File: src/rtl/meter_pkg.sv
// Shared constants for the meter countdown: add amounts, presets and BCD helper.
// Used by meter_bcd_timer (optional blink generation is enabled with METER_BLINK_EN).
package meter_pkg;

  typedef enum logic [1:0] {
    ADD_10  = 2'd0,
    ADD_180 = 2'd1,
    ADD_200 = 2'd2,
    ADD_550 = 2'd3
  } add_code_e;

  localparam logic [15:0] AMT_10_BCD  = 16'h0010;
  localparam logic [15:0] AMT_180_BCD = 16'h0180;
  localparam logic [15:0] AMT_200_BCD = 16'h0200;
  localparam logic [15:0] AMT_550_BCD = 16'h0550;

  localparam logic [15:0] PRESET_10_BCD  = 16'h0010;
  localparam logic [15:0] PRESET_205_BCD = 16'h0205;

  function automatic logic [15:0] add_amount(input logic [1:0] sel);
    logic [15:0] amt;
    amt = AMT_10_BCD;
    case (add_code_e'(sel))
      ADD_10:  amt = AMT_10_BCD;
      ADD_180: amt = AMT_180_BCD;
      ADD_200: amt = AMT_200_BCD;
      ADD_550: amt = AMT_550_BCD;
      default: amt = AMT_10_BCD;
    endcase
    return amt;
  endfunction

  // Elaboration-time conversion of integer parameters to packed BCD.
  function automatic logic [15:0] to_bcd(input int unsigned v);
    logic [15:0] r;
    int unsigned rest;
    r = '0;
    rest = v;
    for (int unsigned i = 0; i < 4; i++) begin
      r[4*i +: 4] = 4'(rest % 10);
      rest = rest / 10;
    end
    return r;
  endfunction

endpackage

File: src/rtl/meter_bcd_timer_bcd_digit.sv
// One BCD digit slice: decimal add with carry chain and decrement with borrow chain.
// Part of meter_bcd_timer (see METER_BLINK_EN in the top file).
module bcd_digit (
  input  logic [3:0] digit,
  input  logic [3:0] addend,
  input  logic       cin,
  output logic [3:0] sum,
  output logic       cout,
  input  logic       bin,
  output logic [3:0] diff,
  output logic       bout
);

  logic [4:0] raw;

  // raw - 10 modulo 16 equals raw[3:0] + 6, avoiding a 5-bit subtract.
  always_comb begin
    raw  = {1'b0, digit} + {1'b0, addend} + {4'b0, cin};
    cout = (raw > 5'd9);
    sum  = cout ? (raw[3:0] + 4'd6) : raw[3:0];
  end

  always_comb begin
    bout = bin & (digit == 4'd0);
    if (!bin)
      diff = digit;
    else if (digit == 4'd0)
      diff = 4'd9;
    else
      diff = digit - 4'd1;
  end

endmodule

File: src/rtl/meter_bcd_timer.sv
// Parking-meter style BCD countdown with add/preset requests and saturation.
// Define METER_BLINK_EN to generate the blank blink phase; otherwise blank is 0.
module meter_bcd_timer
  import meter_pkg::*;
#(
  parameter int unsigned SAT_MAX    = 9999,
  parameter int unsigned LOW_THRESH = 200
) (
  input  logic        second_clk,
  input  logic        reset,
  input  logic        add_valid,
  input  logic [1:0]  add_sel,
  output logic        add_ready,
  input  logic        load_valid,
  input  logic        load_sel,
  output logic [15:0] bcd,
  output logic        expired,
  output logic        low_time,
  output logic        blank
);

  localparam logic [15:0] SAT_BCD = to_bcd(SAT_MAX);
  localparam logic [15:0] LOW_BCD = to_bcd(LOW_THRESH);

  logic [15:0] amount;
  logic [15:0] sum_bcd;
  logic [15:0] dec_bcd;
  logic [15:0] next_bcd;
  logic [4:0]  carry;
  logic [4:0]  borrow;
  logic        saturate;

  assign amount    = add_amount(add_sel);
  assign carry[0]  = 1'b0;
  assign borrow[0] = 1'b1;

  for (genvar i = 0; i < 4; i++) begin : g_digit
    bcd_digit u_digit (
      .digit  (bcd[4*i +: 4]),
      .addend (amount[4*i +: 4]),
      .cin    (carry[i]),
      .sum    (sum_bcd[4*i +: 4]),
      .cout   (carry[i+1]),
      .bin    (borrow[i]),
      .diff   (dec_bcd[4*i +: 4]),
      .bout   (borrow[i+1])
    );
  end

  // Packed BCD orders the same as its decimal value, so a plain compare works.
  assign saturate  = carry[4] | (sum_bcd > SAT_BCD);
  assign add_ready = add_valid & ~load_valid & ~reset;
  assign expired   = (bcd == '0);
  assign low_time  = ~expired & (bcd < LOW_BCD);

  // A borrow out of the top digit means the count is already 0000: hold.
  always_comb begin
    next_bcd = bcd;
    if (load_valid)
      next_bcd = load_sel ? PRESET_205_BCD : PRESET_10_BCD;
    else if (add_valid)
      next_bcd = saturate ? SAT_BCD : sum_bcd;
    else if (!borrow[4])
      next_bcd = dec_bcd;
  end

  always_ff @(posedge second_clk) begin
    if (reset)
      bcd <= '0;
    else
      bcd <= next_bcd;
  end

`ifdef METER_BLINK_EN
  logic blank_q;
  logic next_expired;
  logic next_low;

  assign next_expired = (next_bcd == '0);
  assign next_low     = ~next_expired & (next_bcd < LOW_BCD);

  // Registered against the next count so blank lines up with bcd; a fresh
  // entry into the low window always starts the blink at 0.
  always_ff @(posedge second_clk) begin
    if (reset)
      blank_q <= 1'b0;
    else if (next_expired)
      blank_q <= 1'b1;
    else if (next_low)
      blank_q <= low_time ? ~blank_q : 1'b0;
    else
      blank_q <= 1'b0;
  end

  assign blank = blank_q;
`else
  assign blank = 1'b0;
`endif

endmodule

File: config.mk
export PLATFORM = sky130hd
export DESIGN_NAME = meter_bcd_timer
export DESIGN_NICKNAME = d
export VERILOG_FILES = /design/src/rtl/meter_pkg.sv /design/src/rtl/meter_bcd_timer_bcd_digit.sv /design/src/rtl/meter_bcd_timer.sv
export SDC_FILE = /design/constraint.sdc
export NUM_CORES = 1
export LEC_CHECK = 0
export CAP_MARGIN = 20
export CORE_ASPECT_RATIO = 0.8
export CORE_MARGIN = 5
export CORE_UTILIZATION = 51
export DETAILED_ROUTE_END_ITERATION = 10
export PLACE_DENSITY_LB_ADDON = 0.05
export SETUP_SLACK_MARGIN = 0.15
export SYNTH_ARGS = -nofsm -noshare
export SYNTH_HDL_FRONTEND = slang
export SYNTH_SLANG_ARGS = --single-unit
File: constraint.sdc
create_clock -name second_clk -period 7.9 [get_ports second_clk]
set_input_delay 1.975 -clock second_clk [delete_from_list [all_inputs] [get_ports second_clk]]
set_output_delay 1.975 -clock second_clk [all_outputs]
set_load 0.01 [all_outputs]
==> out/results.txt, run 1 <==
Netlist cell types = 66
Starting Density = 52.47%
RSZ-0062 raised after global routing = false
Comb power frac = 60.7%
post-synthesis register bit count = 16
syn nets = 331
Max-cap violations = 0
CTS H-tree depth = 1
final setup fails = 0
FFs w/ async S/R, synth = 0%
Top cell by count, worst path = inv_1
Finished Core Util = 66.61%
Yosys top cell area share = 14.70%
Post-Place Cells = 386
maximum VDD drop = 123.0 uV
Largest register FFs = 16
worst min path class = reg -> reg
final antenna-violating net count = 0
Initial DRT Pass Iterations = 5
most frequent cell after synthesis = nor2_1
first-pass GRT wire length = 10220 um
CTS max path bufs = 2
CTS Buf Count = 3
TritonCTS Sinks = 16
biggest regs = bcd x16
largest net degree at the start of global routing = 22
Post-synth EDFFs = 0
clk_skew = 0.004211 ns
Leakage = 0.001096 uW
Largest Register = bcd
WHS = 0.5894 ns
fraction of layout cells with a size suffix above 1 = 17.51%
Die H = 68.46 um
vias in the first global route = 2183
cell family with most CP delay = compound AO/OA/AOI/OAI gates
classification of the worst setup path = in -> reg
CP Max Fanout = 8
Synth Cell Area = 2178 um^2
clock share of power = 15.7%
cell taking the most area after synthesis = dfxtp_1
shortest period the worst path allows = 7.278 ns
syn avg cell area = 7.261 um^2
commonest cells in the netlist = nor2_1 (31), inv_1 (29), ha_1 (21)
Critical Path RT = 8.06 ns
final non-filler cell total = 394
Worst-Skew Late Latency = 0.26 ns
WP data arrival = 7.44 ns
Synth Instances = 300
cts hold-fix bufs = 0
Most used DFF post-synth = dfxtp_1
final hold violations = 0
worst rel slew slack = 43.60%
Internal = 270.4 uW
die area = 5687 um^2
post-route setup slack = 0.6222 ns
Net Sw Power = 206.2 uW
Clock Pin Slew Worst Setup and Hold Paths = 0.07 ns
slowest stage cell, crit path = fa_2
top cells by area, synth = dfxtp_1 (15%), ha_1 (12%), nor2_1 (5.3%)
WL final = 6320 um
Pwr per Cell Area = 172.3 nW/um^2
CP bufs+invs = 7
Worst setup SP type = input port
root buffer cell = clkbuf_8
post-layout net count = 369
initial antenna violation count = 0
Syn-to-layout area delta = 26.94%
DRC violations left = 0
Peak Freq = 0.1374 GHz
Sw Share = 43.26%
All-Layer GR Usage = 21.66%
Ports = 27
WL per Instance = 16.04 um
CP peak stage delay = 0.59 ns
sequential power share = 23.6%
crit share post-route = 92.12%
detailed placement HPWL = 4613 um
final setup TNS = 0 ns
Die X = 83.07 um
synth warn = 0
Slew Limit Fails = 0
vias after detailed routing = 2444
Port Buf Inserts = 25
GR Overflow Total = 0
CTS tree = done
Diodes inserted = 0
gpl congestion = 0.9186
status = finished clean
worst-margin pin slew = 0.8433 ns
post-synthesis sequential area ratio = 14.70%
via density per instance = 6.203
row count = 21
crit path capture type = flip-flop
drt initial violations = 209
pre-CTS WS = -0.2090 ns
core box area = 4151 um^2
==> repair_timing <==
action / in CTS / in global routing
pin swaps: 2 / 14
gates resized for setup: 3 / 19
setup endpoints to repair: 5 / 15
setup buffers: 0 / 4
==> worst reg2reg max path: cells and delay by family (launching register included) <==
family,cells,cell delay (ns)
flip-flops,1,0.33
buffers and inverters,7,0.72
AO/OA/AOI/OAI,15,2.83
adder cells (fa/ha/maj),7,2.16
AND/OR/NAND/NOR,2,0.56
==> power by group through the flow <==
stage          clock network, uW  logic, uW  registers (uW)
4_1_cts                     75.8        266             111
2_1_floorplan                  0        168             110
3_5_place_dp                   0        261             113
6_report                    74.8        289             113
3_3_place_gp                   0        261             114
5_1_grt                     81.2        315             116
==> through the flow <==
stage	power [uW]	cell area, um^2
after floorplan	278.3	2178
after global placement	374.4	2589
after detailed placement	374.1	2589
after CTS	453.2	2654
after global routing	512.4	2765
final	476.5	2765
==> cell type report <==
type | count | area [um^2]
Inverter | 29 | 108.9
Tap cell | 57 | 71.32
Sequential cell | 16 | 320.3
Multi-Input combinational cell | 237 | 1759
Timing Repair Buffer | 51 | 450.4
Fill cell | 380 | 1386
Clock buffer | 4 | 55.05
==> metal layers <==
metal	share of wire (%)	track usage, %	wire, um	vias up
met5	0	0	0	-
met4	1.4	5.102	90	0
met3	4.1	2.888	262	10
met2	46	36.20	2926	72
met1	48	29.91	3041	1160
li1	-	-	-	1202
==> path summary, 6_finish.rpt <==
kind | to | start | slack, ns | depth (start not counted)
min | bcd[10]$_SDFFE_PP0P_ | bcd[10]$_SDFFE_PP0P_ | 0.59 | 2
max | bcd[9]$_SDFFE_PP0P_ | add_sel[1] | 0.62 | 28
min reg2reg | bcd[10]$_SDFFE_PP0P_ | bcd[10]$_SDFFE_PP0P_ | 0.59 | 2
max reg2reg | bcd[9]$_SDFFE_PP0P_ | bcd[1]$_SDFFE_PP0P_ | 1.20 | 31
==> cell usage in the layout (no fill, tap or decap), drive strengths merged, types with 3 or more instances in the layout <==
master and n:
o2111ai 4, and3 3, nor2b 6, nor4 5, buf 26, dfxtp 16
nand2b 5, o21ai 17, nand3 6, a311oi 3, a211oi 7, o31ai 3
ha 21, a21o 5, inv 29, nand2 16, a221oi 3, nor3b 4
o311ai 3, xnor2 5, fa 3, nor3 9, a31oi 15, o41ai 3
a21oi 21, clkdlybuf4s50 23, nor2 32, clkbuf 4
==> logic make-up after synthesis <==
group | Yosys count | share of synthesized area, %
xor+xnor | 6 | 2.412
mux | 4 | 1.953
flops | 16 | 14.70
compound gates | 105 | 34.46
simple gates | 97 | 22.98
other cells | 1 | 0.1721
fa+ha+maj | 24 | 14.82
buf+inv | 47 | 8.501
(Power assumes the default switching activity.)
==> inputs of run 2 (changes only) <==
--- a/config.mk
+++ b/config.mk
@@ -11,6 +11,7 @@
 export CORE_UTILIZATION = 51
 export DETAILED_ROUTE_END_ITERATION = 10
 export PLACE_DENSITY_LB_ADDON = 0.05
+export REMOVE_ABC_BUFFERS = 1
 export SETUP_SLACK_MARGIN = 0.15
 export SYNTH_ARGS = -nofsm -noshare
 export SYNTH_HDL_FRONTEND = slang
==> run 2 against run 1 <==
  * Non-clock buffer count shrank 12
  * Sequential cell count unchanged
  * Clock skew down 0.0032 ns
  * Total power fell by 3.9%
  * Combinational power shrank 6.9%
  * Critical endpoint unchanged
  * Largest power group unchanged
==> out/results.txt, run 2 (synthesized netlist as in run 1, its figures left out) <==
status = finished clean
Starting Density = 52.47%
fraction of layout cells with a size suffix above 1 = 13.85%
Syn-to-layout area delta = 21.48%
Max-cap violations = 0
CTS Buf Count = 3
worst-margin pin slew = 0.8483 ns
maximum VDD drop = 102.8 uV
Peak Freq = 0.1356 GHz
All-Layer GR Usage = 21.21%
largest net degree at the start of global routing = 22
crit share post-route = 93.35%
Initial DRT Pass Iterations = 5
WL per Instance = 16.03 um
CP peak stage delay = 0.59 ns
drt initial violations = 173
WL final = 6122 um
Leakage = 0.001017 uW
post-layout net count = 357
clk_skew = 0.001014 ns
Largest Register = bcd
crit path capture type = flip-flop
GR Overflow Total = 0
worst rel slew slack = 43.27%
first-pass GRT wire length = 9860 um
detailed placement HPWL = 4586 um
via density per instance = 6.128
Port Buf Inserts = 25
Die X = 83.07 um
classification of the worst setup path = in -> reg
Clock Pin Slew Worst Setup and Hold Paths = 0.07 ns
Critical Path RT = 8.06 ns
design area = 2646 um^2
Diodes inserted = 0
row count = 21
final setup fails = 0
Worst-Skew Late Latency = 0.26 ns
Largest register FFs = 16
CTS tree = done
post-CTS setup repair buffer count = 0
CP bufs+invs = 5
shortest period the worst path allows = 7.374 ns
WHS = 0.5938 ns
CP Max Fanout = 8
vias in the first global route = 1921
RSZ-0062 raised after global routing = false
worst min path class = reg -> reg
Worst setup SP type = input port
vias after detailed routing = 2341
die area = 5687 um^2
Ports = 27
cell family with most CP delay = adder cells
CTS max path bufs = 2
TritonCTS Sinks = 16
gpl congestion = 0.9165
Slew Limit Fails = 0
DRC violations left = 0
root buffer cell = clkbuf_8
final hold violations = 0
initial antenna violation count = 0
Die H = 68.46 um
CTS H-tree depth = 1
WP data arrival = 7.53 ns
core box area = 4151 um^2
area post-placement = 2529 um^2
most common cell after layout, fill and taps aside = nor2_1
slowest stage cell, crit path = fa_2
most frequent cells in the layout = nor2_1 (31), inv_1 (27), clkdlybuf4s50_1 (25)
biggest regs = bcd x16
Pwr per Cell Area = 173.0 nW/um^2
final antenna-violating net count = 0
filler instances = 408
run 2: final cells by class:
cell class | instances | area [um^2] | area share [%]
well taps | 57 | 71.32 | 2.695
inverters | 29 | 108.9 | 4.113
multi-input cells | 237 | 1735 | 65.58
repair buffers | 39 | 355.3 | 13.43
clock buffers | 4 | 55.05 | 2.080
flip-flops and latches | 16 | 320.3 | 12.10
run 2: where the power goes:
part / leakage [uW] / switching, uW / internal [uW]
clock: 0.0000288 / 32.1 / 44.4
combinational: 0.000857 / 146 / 122
sequential: 0.000131 / 22.4 / 90.4
run 2: layer usage:
layer	part of all wire, %	GRT usage, %	wire length, um	vias up
li1	-	-	-	1173
met1	51	31.93	3110	1091
met2	43	32.70	2614	73
met3	5.8	2.888	356	4
met4	0.65	3.061	40	0
met5	0	0	0	-
run 2: final timing paths:
check                                    startpoint             endpoint  slack (ns)  cells past startpoint
worst max-delay path                     add_sel[0]  bcd[9]$_SDFFE_PP0P_        0.53                     26
worst min-delay path            bcd[4]$_SDFFE_PP0P_  bcd[4]$_SDFFE_PP0P_        0.59                      2
worst max register to register  bcd[1]$_SDFFE_PP0P_  bcd[9]$_SDFFE_PP0P_        1.50                     29
worst min register to register  bcd[4]$_SDFFE_PP0P_  bcd[4]$_SDFFE_PP0P_        0.59                      2
run 2: tightest hold or removal path, cell delays in order (launching register included):
cell,delay [ns]
dfxtp_1,0.37
nor2_1,0.12
a311oi_1,0.05
run 2: through the flow:
stage	setup slack [ns]	TNS [ns]	utilization (%)	cells	total power (uW)
after floorplan	0.4393	0	-	282	273.0
after global placement	0.09538	0	60.91	378	367.6
after detailed placement	-0.06301	-0.08086	60.91	378	367.9
after CTS	0.1810	0	62.24	382	444.9
after global routing	0.1193	0	63.74	382	493.1
final	0.5257	0	63.74	382	457.8
run 2: repair_timing:
item	4_1_cts	5_1_grt
hold buffers	0	0
resized for setup	0	17
endpoints found under the setup margin	0	15
